File: src/rtl/spmmio_timer.sv
// Memory-mapped countdown timer with a 16-bit prescaler, auto-reload and a level irq.
// Optional free-running CYCLES counter at address 5 when SPMMIO_TIMER_CYCLES_EN is defined.
module spmmio_timer (
    input  logic        clk,
    input  logic        reset,
    input  logic [0:3]  adr,
    input  logic        cs,
    input  logic [0:3]  sel,
    input  logic        we,
    input  logic [0:31] d,
    output logic [0:31] q,
    output logic        irq
);

    localparam logic [3:0] ADR_CTRL     = 4'd0;
    localparam logic [3:0] ADR_STATUS   = 4'd1;
    localparam logic [3:0] ADR_PRESCALE = 4'd2;
    localparam logic [3:0] ADR_RELOAD   = 4'd3;
    localparam logic [3:0] ADR_COUNT    = 4'd4;
    localparam logic [3:0] ADR_CYCLES   = 4'd5;

    // Bus uses MSB-first numbering; everything internal is LSB-at-0.
    logic [3:0]  a;
    logic [3:0]  be;
    logic [31:0] wd;
    logic [31:0] rd;

    assign a  = adr;
    assign be = sel;
    assign wd = d;
    assign q  = rd;

    logic        en_q, en_d;
    logic        ar_q, ar_d;
    logic        ie_q, ie_d;
    logic        exp_q, exp_d;
    logic [15:0] presc_q, presc_d;
    logic [15:0] pre_q, pre_d;
    logic [31:0] reload_q, reload_d;
    logic [31:0] count_q, count_d;

    logic wr, wr_ctrl, wr_status, wr_presc, wr_reload, wr_count;
    logic tick, tick_live, expire;

    function automatic logic [31:0] merge_bytes(input logic [31:0] old_v,
                                                input logic [31:0] new_v,
                                                input logic [3:0]  en);
        logic [31:0] r;
        for (int i = 0; i < 4; i++)
            r[8*i +: 8] = en[i] ? new_v[8*i +: 8] : old_v[8*i +: 8];
        return r;
    endfunction

    assign wr        = cs & we;
    assign wr_ctrl   = wr && (a == ADR_CTRL);
    assign wr_status = wr && (a == ADR_STATUS);
    assign wr_presc  = wr && (a == ADR_PRESCALE);
    assign wr_reload = wr && (a == ADR_RELOAD);
    assign wr_count  = wr && (a == ADR_COUNT);

    // A COUNT write swallows a coincident tick entirely, including its expiry.
    assign tick      = en_q && (pre_q == presc_q);
    assign tick_live = tick && !wr_count;
    assign expire    = tick_live && (count_q == 32'd0);

    always_comb begin
        pre_d = (!en_q || wr_presc || wr_count || tick) ? 16'd0 : pre_q + 16'd1;

        count_d = count_q;
        if (tick_live) begin
            if (count_q != 32'd0)
                count_d = count_q - 32'd1;
            else if (ar_q)
                count_d = reload_q;
        end
        if (wr_count)
            count_d = merge_bytes(count_q, wd, be);

        en_d = en_q;
        ar_d = ar_q;
        ie_d = ie_q;
        if (expire && !ar_q)
            en_d = 1'b0;
        if (wr_ctrl && be[0]) begin
            en_d = wd[0];
            ar_d = wd[1];
            ie_d = wd[2];
        end

        // Set beats clear when both land on the same edge.
        exp_d = exp_q;
        if (wr_status && be[0] && wd[0])
            exp_d = 1'b0;
        if (expire)
            exp_d = 1'b1;

        presc_d = presc_q;
        if (wr_presc) begin
            if (be[0]) presc_d[7:0]  = wd[7:0];
            if (be[1]) presc_d[15:8] = wd[15:8];
        end

        reload_d = wr_reload ? merge_bytes(reload_q, wd, be) : reload_q;
    end

    always_ff @(posedge clk) begin
        if (reset) begin
            en_q     <= 1'b0;
            ar_q     <= 1'b0;
            ie_q     <= 1'b0;
            exp_q    <= 1'b0;
            presc_q  <= 16'd0;
            pre_q    <= 16'd0;
            reload_q <= 32'd0;
            count_q  <= 32'd0;
        end else begin
            en_q     <= en_d;
            ar_q     <= ar_d;
            ie_q     <= ie_d;
            exp_q    <= exp_d;
            presc_q  <= presc_d;
            pre_q    <= pre_d;
            reload_q <= reload_d;
            count_q  <= count_d;
        end
    end

`ifdef SPMMIO_TIMER_CYCLES_EN
    logic [31:0] cycles_q, cycles_d;

    assign cycles_d = cycles_q + 32'd1;

    always_ff @(posedge clk) begin
        if (reset)
            cycles_q <= 32'd0;
        else
            cycles_q <= cycles_d;
    end
`endif

    always_comb begin
        rd = 32'd0;
        case (a)
            ADR_CTRL:     rd = {29'd0, ie_q, ar_q, en_q};
            ADR_STATUS:   rd = {31'd0, exp_q};
            ADR_PRESCALE: rd = {16'd0, presc_q};
            ADR_RELOAD:   rd = reload_q;
            ADR_COUNT:    rd = count_q;
`ifdef SPMMIO_TIMER_CYCLES_EN
            ADR_CYCLES:   rd = cycles_q;
`else
            ADR_CYCLES:   rd = 32'd0;
`endif
            default:      rd = 32'd0;
        endcase
    end

    assign irq = exp_q & ie_q;

endmodule

File: config.mk
export PLATFORM = sky130hd
export DESIGN_NAME = spmmio_timer
export DESIGN_NICKNAME = d
export VERILOG_FILES = /design/src/rtl/spmmio_timer.sv
export SDC_FILE = /design/constraint.sdc
export NUM_CORES = 1
export LEC_CHECK = 0
export CAP_MARGIN = 40
export CORE_ASPECT_RATIO = 1.75
export CORE_MARGIN = 2
export CORE_UTILIZATION = 50
export CTS_BUF_LIST = sky130_fd_sc_hd__clkbuf_16
export CTS_CLUSTER_DIAMETER = 120
export DETAILED_ROUTE_END_ITERATION = 16
export PLACE_DENSITY = 0.77
export SLEW_MARGIN = 30
export SYNTH_ARGS = -nofsm -noshare
export SYNTH_HDL_FRONTEND = slang
export SYNTH_SLANG_ARGS = --single-unit
File: constraint.sdc
create_clock -name clk -period 3.1 [get_ports clk]
set_input_delay 0.31 -clock clk [delete_from_list [all_inputs] [get_ports clk]]
set_output_delay 0.31 -clock clk [all_outputs]
set_load 0.01 [all_outputs]
======== Yosys cells after proc, flatten, opt, wreduce, memory -nomap -nowiden ========
Index checks and enable logic that the tools add are counted.
W data, S select, Z words.
storage, ports and cells
  logic and storage cells ................. 77
  input bits .............................. 44
  output and inout port bits .............. 33
  flip-flop bits (word level) ............. 100
operators by class
  bitwise logic cells ..................... 2
  add/subtract/negate cells ............... 2
  reduce and logical (&&, ||, !) cells .... 36
  equality and inequality tests ........... 9
  muxes and demuxes ....................... 13
operator list
  cell                     count
  $pmux W32 S5             1
  $mux W32                 4
  $logic_not A32 Y1        1
  $mux W8                  4
  $reduce_bool A32 Y1      1
  $sub A32 B1 Y32 const B  1
  $add A16 B1 Y16 const B  1
  $eq A16 B16 Y1           1
  $logic_and A1 B1 Y1      12
  $reduce_and A2 Y1        6
  $reduce_and A3 Y1        4
  $eq A4 B2 Y1 const B     2
  $ne A2 B2 Y1 const B     4
  $reduce_bool A2 Y1       3
  $eq A4 B1 Y1 const B     1
  $eq A4 B3 Y1 const B     1
  $logic_not A4 Y1         1
  $mux W1                  4
  $logic_not A1 Y1         3
  $logic_or A1 B1 Y1       3
  $reduce_bool A3 Y1       1
  $and A1 B1 Y1            2
  $reduce_or A2 Y1         1

======== Longest topological paths before layout ========
  depth after elaboration ................. 8
  depth in mapped cells ................... 12
  mapped depth without buffers ............ 9

======== Worst setup path after synthesis ========
Ideal clock, no wire load.
  path kind ............................... reg2reg
  start ................................... register count_q[15]
  end ..................................... register count_q[16]
  period minus slack after synthesis ...... 2,902 ps
  path slack .............................. 198 ps
  arrival ................................. 2,788 ps
  cell stages (with the launch flop) ...... 13
  required time ........................... 2,985 ps
  cell sequence ........................... dfxtp_1 -> or4_1 -> buf_2 -> or4_4 -> buf_6 -> or3_1 -> buf_2 -> nand2b_4 -> buf_6 -> buf_6 -> o21ai_2 -> a41oi_1 -> o21ba_1
on the way
  longest elaborated chain between the ends .. 4
  elaborated cells on any way between the ends .. 7
  those cells by class .................... add/sub: 1; mux: 3; reduce/logical: 3
RTL lines
  element                                                        RTL line  text
  from (decl)                                                    40        logic [31:0] count_q, count_d;
  from (signal assigned)                                         124       count_q <= count_d;
  $sub A32 B1 Y32 / $reduce_bool A32 Y1 (equally long branches)  72, 71
  $mux W32                                                       71        if (count_q != 32'd0)
  $mux W32                                                       70        if (tick_live) begin
  $mux W32                                                       76        if (wr_count)
Several ways; a longest one is shown, not always the timed one. The select of a mux whose other input is x is not followed.
A chain may end at the register's enable or synchronous reset.

======== Worst setup path after layout ========
  start ................................... input port adr[3] in the netlist's numbering
  end ..................................... output port q[21] in the netlist's numbering
on the way
  longest elaborated chain between the ends .. 2
  elaborated cells on any way between the ends .. 6
  those cells by class .................... eq/ne: 4; mux: 1; reduce/logical: 1
RTL lines
  element                                     RTL line  text
  from (decl)                                 6         input logic [0:3] adr,
  $eq A4 B3 Y1, or another cell as far along  143       case (a)
  $pmux W32 S5 *                              143
  to (decl)                                   11        output logic [0:31] q,
Every way passes the cells marked *; elsewhere a longest branch is shown, timed or not.

==> flow_metrics.tcl <==
set metrics [dict create \
    status "finished clean" \
    antenna_violations_before_repair 0 \
    finalSetupViolations 0 \
    gr-total-overflow 0 \
    synth_top_cell_area_share_pct 35.2 \
    worst-r2r-setup-slack_ps 180 \
    syn-num-nets 785 \
    fraction_of_layout_instances_using_a_drive_strength_above_1_pct 8.30 \
    cp.required_ps 2790 \
    regToRegEndpoint "count_q[6]" \
    register_area_um2 2000 \
    synthTopCellsByArea "sky130_fd_sc_hd__dfxtp_1, sky130_fd_sc_hd__nor2_1, sky130_fd_sc_hd__mux2i_1" \
    cts.hold.buffers_added 0 \
    port_buffers 76 \
    post-route-period-util_pct 95.8 \
    worstSetupStartpoint "adr[3]" \
    cts_made_buffers 9 \
    place_congestion 0.964 \
    netlist.top_cell.by_area "sky130_fd_sc_hd__dfxtp_1" \
    worstPathMaxFanout 28 \
    multiInputGateArea_um2 3380 \
    drt.antenna.violating_nets 0 \
    crit_arrival_ps 2660 \
    worstSetupPathType "input pin to primary output" \
    detailroute.via_count 6039 \
    pin_count_of_the_biggest_net_entering_global_routing 46 \
    synth_warnings 0 \
    power.leakage_nw 2.74 \
    fmax_mhz 337 \
    synth_ff_type "sky130_fd_sc_hd__dfxtp_1" \
    vias_in_the_first_global_route 6009 \
    die_h_um 145 \
    crit_end "q[21]" \
    post_synth_most_frequent_cells "sky130_fd_sc_hd__nor2_1, sky130_fd_sc_hd__dfxtp_1, sky130_fd_sc_hd__a21oi_1" \
    drt-wirelength-per-cell_um 19.5 \
    core_area_um2 11100 \
    place.detailed.hpwl_um 13600 \
    final-hold-violation-count 0 \
    irDropWorstVdd_mv 0.304 \
    clkTransAtPathRegs_ps 70 \
    fillCellCount 961 \
    floorplan.die_area_um2 12300 \
    synth_seq_cells 100 \
    rsz0062_at_grt "no" \
    timing.reg2reg.worst_path_depth 8 \
    yosysSeqAreaShare_pct 35.2 \
    detail_route.vias_per_cell 6.35 \
    insertion_delay_ps 350 \
    aggregate_routed_wire_length_um 18500 \
    drc 0 \
    pin_count 77 \
    syn2layout_area_growth_pct 24.4 \
    floorplan.die.width_um 84.6 \
    synth_edf_count 0 \
    track_usage_pct 29.5 \
    final_nets 861 \
    cts_buffer_depth 2 \
    cts_tree "built" \
    detail_route.iter0.violations 422 \
    max_slew_margin_pct 51.6 \
    worst_clock_skew_ps 8.32 \
    synth.most_common_cell "sky130_fd_sc_hd__nor2_1" \
    synthArstFlopShare_pct 0 \
    post_cts_resized 0 \
    count_of_h_tree_levels_built_during_cts 3 \
    min_path_type "input pin to flop" \
    timing.critical_path.to_type "primary output" \
    postSynthCellCount 738 \
    rr_startpoint "count_q[16]" \
    synth.lib_cells_used.distinct 63 \
    worst_setup_path_start_kind "input pin" \
    diodes 0 \
    cellPowerDensity_nw_per_um2 426 \
    max_capacitance_violation_count 0 \
    grt_first_pass_wirelength_um 29500 \
    holdWs_ps 454 \
    post_synth_instance_area_um2 5680 \
    setup_total_negative_slack_ps 0 \
    cts_setup_buffers 0 \
    clock_tree.root_cell "sky130_fd_sc_hd__clkbuf_16" \
    timing.final.max_slew_violations 0 \
    worst-slew-pin-transition_ps 722 \
    cts_sinks 100 \
    std_cell_rows 51 \
    post_synth.cell_area_avg_um2 7.70 \
    start_util_pct 51.2 \
    drtPass1Iterations 5 \
    finalCriticalPeriod_ps 2970 \
]
[layer usage]
layer | global-route usage [%] | wire [um]
met3 | 5.29 | 1180
met4 | 17.1 | 824
met5 | 0 | 0
met1 | 32.1 | 6680
met2 | 52.3 | 9830
[worst min-delay path by stage]
stage,slack [ps],endpoint,cells past startpoint,start
2_1_floorplan,450,reload_q[20],2,reload_q[20]
3_3_place_gp,460,reload_q[20],2,reload_q[20]
3_5_place_dp,470,reload_q[10],2,reload_q[10]
4_1_cts,480,reload_q[9],2,reload_q[9]
5_1_grt,470,reload_q[17],3,reset
6_report,450,reload_q[29],3,reset
[placed cells by master, fill, tap and decap left out, types with 3 or more instances in the layout]
| cell | count |
|---|---|
| sky130_fd_sc_hd__buf_12 | 3 |
| sky130_fd_sc_hd__o22ai_1 | 3 |
| sky130_fd_sc_hd__o32ai_1 | 3 |
| sky130_fd_sc_hd__nor3_1 | 24 |
| sky130_fd_sc_hd__bufinv_16 | 3 |
| sky130_fd_sc_hd__clkdlybuf4s50_1 | 75 |
| sky130_fd_sc_hd__nand4_1 | 6 |
| sky130_fd_sc_hd__xnor2_1 | 9 |
| sky130_fd_sc_hd__ha_1 | 3 |
| sky130_fd_sc_hd__xor2_1 | 23 |
| sky130_fd_sc_hd__mux2i_1 | 28 |
| sky130_fd_sc_hd__a22o_1 | 16 |
| sky130_fd_sc_hd__and2_1 | 4 |
| sky130_fd_sc_hd__a22oi_1 | 4 |
| sky130_fd_sc_hd__and3_1 | 12 |
| sky130_fd_sc_hd__o21ai_1 | 9 |
| sky130_fd_sc_hd__nor4b_1 | 3 |
| sky130_fd_sc_hd__a21oi_1 | 53 |
| sky130_fd_sc_hd__o211ai_1 | 4 |
| sky130_fd_sc_hd__o21ai_0 | 34 |
| sky130_fd_sc_hd__or3_1 | 13 |
| sky130_fd_sc_hd__and4_1 | 3 |
| sky130_fd_sc_hd__dfxtp_1 | 100 |
| sky130_fd_sc_hd__buf_4 | 33 |
| sky130_fd_sc_hd__a21o_1 | 4 |
| sky130_fd_sc_hd__or4_1 | 5 |
| sky130_fd_sc_hd__inv_1 | 29 |
| sky130_fd_sc_hd__a222oi_1 | 13 |
| sky130_fd_sc_hd__clkbuf_16 | 9 |
| sky130_fd_sc_hd__nor4_1 | 16 |
| sky130_fd_sc_hd__o2bb2ai_1 | 3 |
| sky130_fd_sc_hd__a41oi_1 | 3 |
| sky130_fd_sc_hd__nand2_1 | 52 |
| sky130_fd_sc_hd__or2_2 | 5 |
| sky130_fd_sc_hd__a211o_1 | 4 |
| sky130_fd_sc_hd__a211oi_1 | 15 |
| sky130_fd_sc_hd__nor2_1 | 116 |
| sky130_fd_sc_hd__nand3_1 | 36 |
[registers in the layout, summed over array words and instances (netlist names)]
name	count
ar_q	1
count_q	32
en_q	1
exp_q	1
ie_q	1
pre_q	16
presc_q	16
reload_q	32
[critical path, stage by stage]
cell and delay, ps:
sky130_fd_sc_hd__clkdlybuf4s50_1 560, sky130_fd_sc_hd__and2_1 270, sky130_fd_sc_hd__and2_0 270, sky130_fd_sc_hd__buf_12 220, sky130_fd_sc_hd__a222oi_1 450, sky130_fd_sc_hd__inv_1 80
sky130_fd_sc_hd__clkdlybuf4s50_1 490
[where the power goes]
part	total [W]	internal (W)	switching [W]
combinational	0.000411	0.000168	0.000242
sequential	0.00130	0.00129	0.00000654
clock	0.00131	0.000793	0.000512
total	0.00301	0.00225	0.000761
[stage by stage]
| stage | instance area, um2 | cells | setup slack, ps | util, % | total power [W] |
|---|---|---|---|---|---|
| 5_1_grt | 7070 | 951 | 57.7 | 63.7 | 0.00311 |
| 4_1_cts | 7050 | 950 | 183 | 63.5 | 0.00301 |
| 3_3_place_gp | 6700 | 934 | 259 | 60.4 | 0.00172 |
| 3_5_place_dp | 6700 | 934 | 205 | 60.4 | 0.00172 |
| 2_1_floorplan | 5680 | 738 | 198 | - | 0.00155 |
| 6_report | 7070 | 951 | 129 | 63.7 | 0.00301 |
[cells by family after synthesis]
| kind of cell | after synthesis | synth area share (%) |
|---|---|---|
| and+or+nand+nor | 308 | 26.2 |
| AOI/OAI and AO/OA | 191 | 22.5 |
| DFF | 100 | 35.2 |
| buffers and inverters | 76 | 5.46 |
| xor gates and xnor gates | 32 | 4.93 |
| muxes | 28 | 4.93 |
| adders and majority gates | 3 | 0.661 |
[cell type report]
class	instances	area share, %
Multi-Input combinational cell	562	47.9
Clock buffer	9	3.19
Tap cell	132	2.34
Clock inverter	7	1.70
Sequential cell	100	28.3
Timing Repair Buffer	112	15.0
Inverter	29	1.54
(Power assumes the default switching activity.)
